`config.mk`:
```
export PLATFORM = sky130hd
export DESIGN_NAME = ctrl_ascensor
export DESIGN_NICKNAME = d
export VERILOG_FILES = /design/src/rtl/ctrl_ascensor.sv
export SDC_FILE = /design/constraint.sdc
export NUM_CORES = 1
export LEC_CHECK = 0
export ABC_AREA = 1
export ABC_CLOCK_PERIOD_IN_PS = 1800
export CAP_MARGIN = 20
export CORE_MARGIN = 3
export CORE_UTILIZATION = 49
export DETAILED_ROUTE_END_ITERATION = 10
export PLACE_DENSITY_LB_ADDON = 0.1
export SYNTH_ARGS = -nofsm -noshare
export SYNTH_HDL_FRONTEND = slang
export SYNTH_SLANG_ARGS = --single-unit
```
`constraint.sdc`:
```
create_clock -name clk -period 1.8 [get_ports clk]
set_input_delay 0.45 -clock clk [delete_from_list [all_inputs] [get_ports clk]]
set_output_delay 0.45 -clock clk [all_outputs]
set_load 0.05 [all_outputs]
```
`src/rtl/ctrl_ascensor.sv`:
```
// ctrl_ascensor: elevator motion controller driving an external 4-bit up-counter
// used as the floor register. It steps the cabin one floor at a time, reads the
// floor back on Q, and runs a door-open interval at the target floor.
module ctrl_ascensor #(
  parameter int NUM_FLOORS  = 16,
  parameter int STEP_CYCLES = 4,
  parameter int DOOR_CYCLES = 6
) (
  input  logic       clk,
  input  logic       rst,
  input  logic       req_valid,
  input  logic [3:0] req_floor,
  output logic       req_ready,
  output logic       req_err,
  input  logic       stop,
  input  logic [3:0] Q,
  output logic       enb,
  output logic       modo,
  output logic [3:0] data,
  output logic       door_open,
  output logic       moving_up,
  output logic       moving_down
);

  localparam int SW = (STEP_CYCLES > 1) ? $clog2(STEP_CYCLES) : 1;
  localparam int DW = (DOOR_CYCLES > 1) ? $clog2(DOOR_CYCLES) : 1;
  localparam logic [SW-1:0] STEP_LOAD = SW'(STEP_CYCLES - 1);
  localparam logic [DW-1:0] DOOR_LOAD = DW'(DOOR_CYCLES - 1);
  localparam logic [4:0]    FLOOR_LIM = 5'(NUM_FLOORS);

  typedef enum logic [2:0] {
    ST_INIT,
    ST_IDLE,
    ST_MOVE_UP,
    ST_SETTLE_UP,
    ST_MOVE_DOWN,
    ST_SETTLE_DOWN,
    ST_DOOR
  } state_t;

  state_t        state, state_nx;
  logic [3:0]    target, target_nx;
  logic [SW-1:0] step_tmr, step_nx;
  logic [DW-1:0] door_tmr, door_nx;
  logic          err_q, err_nx;

  logic          enb_c, modo_c, ready_c, door_c, up_c, dn_c;
  logic [3:0]    data_c;
  logic          floor_bad;

  assign floor_bad = ({1'b0, req_floor} >= FLOOR_LIM);

  // State, target, timers and the error pulse flag; all cleared by reset
  always_ff @(posedge clk) begin
    if (!rst) begin
      state    <= ST_INIT;
      target   <= '0;
      step_tmr <= '0;
      door_tmr <= '0;
      err_q    <= 1'b0;
    end else begin
      state    <= state_nx;
      target   <= target_nx;
      step_tmr <= step_nx;
      door_tmr <= door_nx;
      err_q    <= err_nx;
    end
  end

  // Next-state and Moore-style outputs; step pulse issued when the timer hits 0
  always_comb begin
    state_nx  = state;
    target_nx = target;
    step_nx   = step_tmr;
    door_nx   = door_tmr;
    err_nx    = 1'b0;
    enb_c     = 1'b0;
    modo_c    = 1'b0;
    data_c    = 4'd0;
    ready_c   = 1'b0;
    door_c    = 1'b0;
    up_c      = 1'b0;
    dn_c      = 1'b0;
    case (state)
      ST_INIT: begin
        // Parallel-load floor 0 so the floor register starts from a known value
        enb_c    = 1'b1;
        modo_c   = 1'b1;
        data_c   = 4'd0;
        state_nx = ST_IDLE;
      end
      ST_IDLE: begin
        ready_c = 1'b1;
        if (req_valid) begin
          if (floor_bad) begin
            err_nx = 1'b1;
          end else if (req_floor == Q) begin
            door_nx  = DOOR_LOAD;
            state_nx = ST_DOOR;
          end else if (req_floor > Q) begin
            target_nx = req_floor;
            step_nx   = STEP_LOAD;
            state_nx  = ST_MOVE_UP;
          end else begin
            target_nx = req_floor;
            step_nx   = STEP_LOAD;
            state_nx  = ST_MOVE_DOWN;
          end
        end
      end
      ST_MOVE_UP: begin
        up_c = 1'b1;
        // stop freezes the timer and suppresses the pulse
        if (!stop) begin
          if (step_tmr == '0) begin
            enb_c    = 1'b1;
            modo_c   = 1'b0;
            state_nx = ST_SETTLE_UP;
          end else begin
            step_nx = step_tmr - SW'(1);
          end
        end
      end
      ST_MOVE_DOWN: begin
        dn_c = 1'b1;
        // The counter cannot count down, so load Q-1 instead
        if (!stop) begin
          if (step_tmr == '0) begin
            enb_c    = 1'b1;
            modo_c   = 1'b1;
            data_c   = Q - 4'd1;
            state_nx = ST_SETTLE_DOWN;
          end else begin
            step_nx = step_tmr - SW'(1);
          end
        end
      end
      ST_SETTLE_UP: begin
        up_c = 1'b1;
        if (Q == target) begin
          door_nx  = DOOR_LOAD;
          state_nx = ST_DOOR;
        end else begin
          step_nx  = STEP_LOAD;
          state_nx = ST_MOVE_UP;
        end
      end
      ST_SETTLE_DOWN: begin
        dn_c = 1'b1;
        if (Q == target) begin
          door_nx  = DOOR_LOAD;
          state_nx = ST_DOOR;
        end else begin
          step_nx  = STEP_LOAD;
          state_nx = ST_MOVE_DOWN;
        end
      end
      ST_DOOR: begin
        door_c = 1'b1;
        if (door_tmr == '0) begin
          state_nx = ST_IDLE;
        end else begin
          door_nx = door_tmr - DW'(1);
        end
      end
      default: state_nx = ST_INIT;
    endcase
  end

  // While reset is asserted every output is held low, including the INIT load
  assign enb         = rst & enb_c;
  assign modo        = rst & modo_c;
  assign data        = rst ? data_c : 4'd0;
  assign req_ready   = rst & ready_c;
  assign req_err     = rst & err_q;
  assign door_open   = rst & door_c;
  assign moving_up   = rst & up_c;
  assign moving_down = rst & dn_c;

endmodule

```
Word-level counts from Yosys, hierarchy flattened
Cells that the tools add are included.

Memory bits (read-only): 0. Input bits: 12. Output and inout port bits: 11. Memories: 0. Register bits after elaboration: 12. RAM bits: 0. Latch bits: 0.

Reductions and logical operators: 13. Shifts and indexed selects: 0. Multiply operators: 0. Order comparisons: 1. Multiplexer cells: 34. Bitwise logic cells: 7. Div/mod/pow operators: 0. $add $sub $neg: 3. Equal/unequal tests: 21.

Operator list (count): $mux W3 (13); $ne A2 B2 Y1 const B (12); $pmux W3 S7 (1); $mux W4 (4); $mux W2 (6); $reduce_and A6 Y1 (2); $eq A3 B3 Y1 const B (3); $pmux W3 S3 (1); $eq A4 B4 Y1 (2); $reduce_or A2 Y1 (4); $and A1 B1 Y1 (6); $eq A3 B2 Y1 const B (2); $logic_not A3 Y1 (2); $mux W1 (6); $pmux W2 S3 (1); $reduce_bool A3 Y1 (2); $reduce_and A5 Y1 (1); $gt A4 B4 Y1 (1); $pmux W1 S2 (2); $sub A4 B1 Y4 const B (1); $eq A3 B1 Y1 const B (1); $reduce_and A3 Y1 (1); $sub A3 B1 Y3 const B (1); $logic_not A2 Y1 (1); 3 further kinds (3).

Depth between registers and ports, before layout
Depth after elaboration: 5. Depth in mapped cells: 12. Gate-level depth less buffers: 12.

Worst setup path before layout
No wires, ideal clock.

Path kind: register to output. From: register step_tmr[0]. To: output enb. Setup slack: -0.278 ns. Buffers on the path: 0. Cell stages (with the launch flop): 7. Arrival: 1.628 ns. Data required time: 1.350 ns. Cells stage by stage: dfxtp_1 -> inv_1 -> ha_1 -> inv_1 -> nor2_1 -> o21ai_0 -> a21oi_1.

Longest elaborated chain between the ends: 5.

Ends and longest elaborated chain: start: declaration (line 43) `logic [SW-1:0] step_tmr, step_nx;`; start signal: assignment (line 64) `step_tmr <= step_nx;`; $logic_not A2 Y1 (line 115, 128); $mux W1 (line 115, 128); $mux W1 (line 127) `if (!stop) begin`; $pmux W1 S2 (line 84) `case (state)`; $and A1 B1 Y1 (line 171) `assign enb = rst & enb_c;`; end: declaration (line 17) `output logic enb,`.

No other way between the ends.

Worst setup path after layout
From: register state[1]. To: output data[0].

Longest elaborated chain between the ends: 3.

Ends and longest elaborated chain: start: declaration (line 41) `state_t state, state_nx;`; start signal: assignment (line 62) `state <= state_nx;`; $eq A3 B3 Y1 (line 84); $mux W4 (line 84); $mux W4 (line 173) `assign data = rst ? data_c : 4'd0;`; end: declaration (line 19) `output logic [3:0] data,`.

No other way between the ends.

==> results.md <==
* Status: finished with violations
* Failing checks: negative setup slack
* Initial antenna violation count at 0
* Layout cells sized above 1 at between 40% and 50%
* First-pass GRT wire length at 6720 um
* Dpl ws at -0.441 ns
* Root Driver: clkbuf_4
* Syn Nets at approximately 200
* Worst vdd ir at approximately 1500 uV
* Avg Cell Area, Syn at a little under 6 um^2
* CTS buffer count at 3
* DRT iter0 DRCs at between 150 and 200
* Hold path cells at 2
* Post-synth cell types at 22
* Crit path launch type: flop
* Clk_skew at 0.00108 ns
* Core area at around 1900 um^2
* DRC Markers at 0
* CTS tree: yes
* Setup violators final at 13
* ANT nets after route at 0
* CP Capture Type: output pin
* Worst hold path startpoint: door_tmr[1]
* Final instance area at about 1800 um^2
* Max Transition Viols Final at 0
* Number of detailed-route iterations in the first pass at 7
* I/O pins at 23
* Number of synthesized flops with an enable pin at 0
* Clock Tree Buf Depth at 2
* H-tree levels at 1
* Adder-cell area share of the yosys netlist at under 10%
* Final std cells w/o fill at ~250
* Placed Instance Area at ~1500 um^2
* Synth top area share at about a quarter
* P_leak at approximately 0.84 nW
* Vias post-DR at between 1500 and 2000
* RSZ-0062 raised after global routing: true
* Starting Density at around 55%
* Reg-to-reg critical path endpoint: step_tmr[1]
* Placed cell count at approximately 230
* Seq/Total Area, Yosys at 23.3%
* Reg-to-reg setup timing slack at -0.08 ns
* Simple-gate share of the synthesized area at around 38%
* Syn Std Cell Area at just over 1000 um^2
* Port Buffers at 21
* Largest family of logic cells by synthesized area: simple AND/OR/NAND/NOR gates
* Clock period minus worst slack at ~2.1 ns
* Most frequent cell after synthesis: nand2_1
* Crit-path max FO at 4
* Core Rows at 15
* Synth Area in Compound Gates at between 10% and 20%
* Power density cells at around 1500 nW/um^2
* Clock-pin slew on the worst setup and hold paths at ~0.09 ns
* Synthesis Warnings at 0
* Detailed Place HPWL at ~2300 um
* WHS Endpoint: door_tmr[1]
* Worst EP arrival at 1.67 ns
* Routed length per instance at 22.8 um
* Routability cong. at 0.834
* Reg2reg path depth at 12
* Final Hold Fails at 0
* XOR/XNOR share of the synthesized area at 2.55%
* Post-synthesis mux area share at 0%
* Via density at roughly 6.5
* Synth Instances at ~180
* Max Cap Viol at 0
* FFs w/ async S/R, synth at 0%
* Synth Flop Type: dfxtp_1
* CTS sink cnt at 12
* Worst Hold Class: flop to flop
* Reg-to-Reg Start: state[0]
* Final WS setup at -0.322 ns
* Kind of critical path: flop to output pin
* Commonest cells in the netlist: nand2_1, inv_1, nor2_1
* Final core utilization at 94.7%
* WP data required at around 1.4 ns
* Via count of the first global-routing pass at 1472
* Fin crit share at 118%
* Final net count at 241
* Routed Wire Length at about 5600 um
* Diodes inserted at 0
* Largest net degree at the start of global routing at 9
* Gr ovfl total at 0
* Largest cells by area after synthesis: dfxtp_1, nand2_1, inv_1
* Max Fclk at about 0.47 GHz
* Die Y at about 52 um
* Area grow syn2layout at 70.8%
* Clock Latency Late Sink at between 0.2 and 0.3 ns
* GRT Resource Usage Total at about a third
* Flops & latches, synth at 12
* Die area at about 2700 um^2
* Area leader, netlist: dfxtp_1
* Die width at between 50 and 60 um
[placed cells by master (no fill, tap or decap), types with 9 or more instances in the layout]
cell type,instances
nor2_2,11
nor2_4,9
nor2_1,11
buf_12,10
nand2_1,40
a21oi_1,9
inv_2,11
buf_4,23
inv_1,20
[worst max path at each step]
stage	startpoint	to	slack [ns]	cells past startpoint
after floorplan	rst	door_open	-0.14	3
after global placement	stop	data[1]	-0.35	6
after detailed placement	Q[1]	target[0]	-0.44	9
after CTS	step_tmr[1]	data[2]	-0.14	8
after global routing	state[1]	data[0]	-0.32	7
final	state[1]	data[0]	-0.32	7
[logic make-up after synthesis]
family | Yosys count
other cells | 1
compound gates | 23
flops | 12
fa+ha+maj | 8
simple gates | 92
xor+xnor | 3
buf+inv | 36
[critical path, stage by stage (launching register included)]
cell and delay, ns:
dfxtp_2 0.34, nor2_2 0.20, nand2_1 0.17, inv_2 0.12, nand3_2 0.12, buf_6 0.17
nor2_4 0.11, buf_12 0.14
[stage by stage]
step	hold WS [ns]	total power [mW]	setup TNS (ns)
2_1_floorplan	0.441	1.31	-0.883
3_5_place_dp	0.452	1.75	-7.19
4_1_cts	0.462	2.12	-0.606
3_3_place_gp	0.447	1.69	-6.13
6_report	0.487	2.58	-2.15
5_1_grt	0.494	2.66	-2.83
[cell type report]
type / count / area (um^2)
multi-input cells: 127 / 820
repair buffers: 45 / 502
flip-flops and latches: 12 / 246
inverters: 32 / 125
fillers: 52 / 97.6
clock buffers: 4 / 36.3
well taps: 25 / 31.3
[what timing repair did]
item	in CTS	in global routing
resized for setup	37	28
buffers inserted	6	3
cloned	0	0
setup endpoints to repair	17	19
hold buffers	0	0
pin swaps	13	16
[routing by layer]
layer / vias to the layer above / GRT usage, % / part of all wire [%]
li1: 630 / - / -
met1: 697 / 36.7 / 32
met2: 178 / 60.5 / 43
met3: 89 / 6.30 / 14
met4: 0 / 18.8 / 11
met5: - / 0 / 0
[where the power goes]
group / switching [mW] / internal, mW / leakage, nW
clock: 0.108 / 0.123 / 0.0210
combinational: 1.21 / 0.665 / 0.720
sequential: 0.101 / 0.375 / 0.100
[sequential cells by signal, summed over array words and instances (netlist names)]
signal and count:
door_tmr 3, state 3, step_tmr 2, target 4
Note: power is estimated with default switching activity, not from simulation.
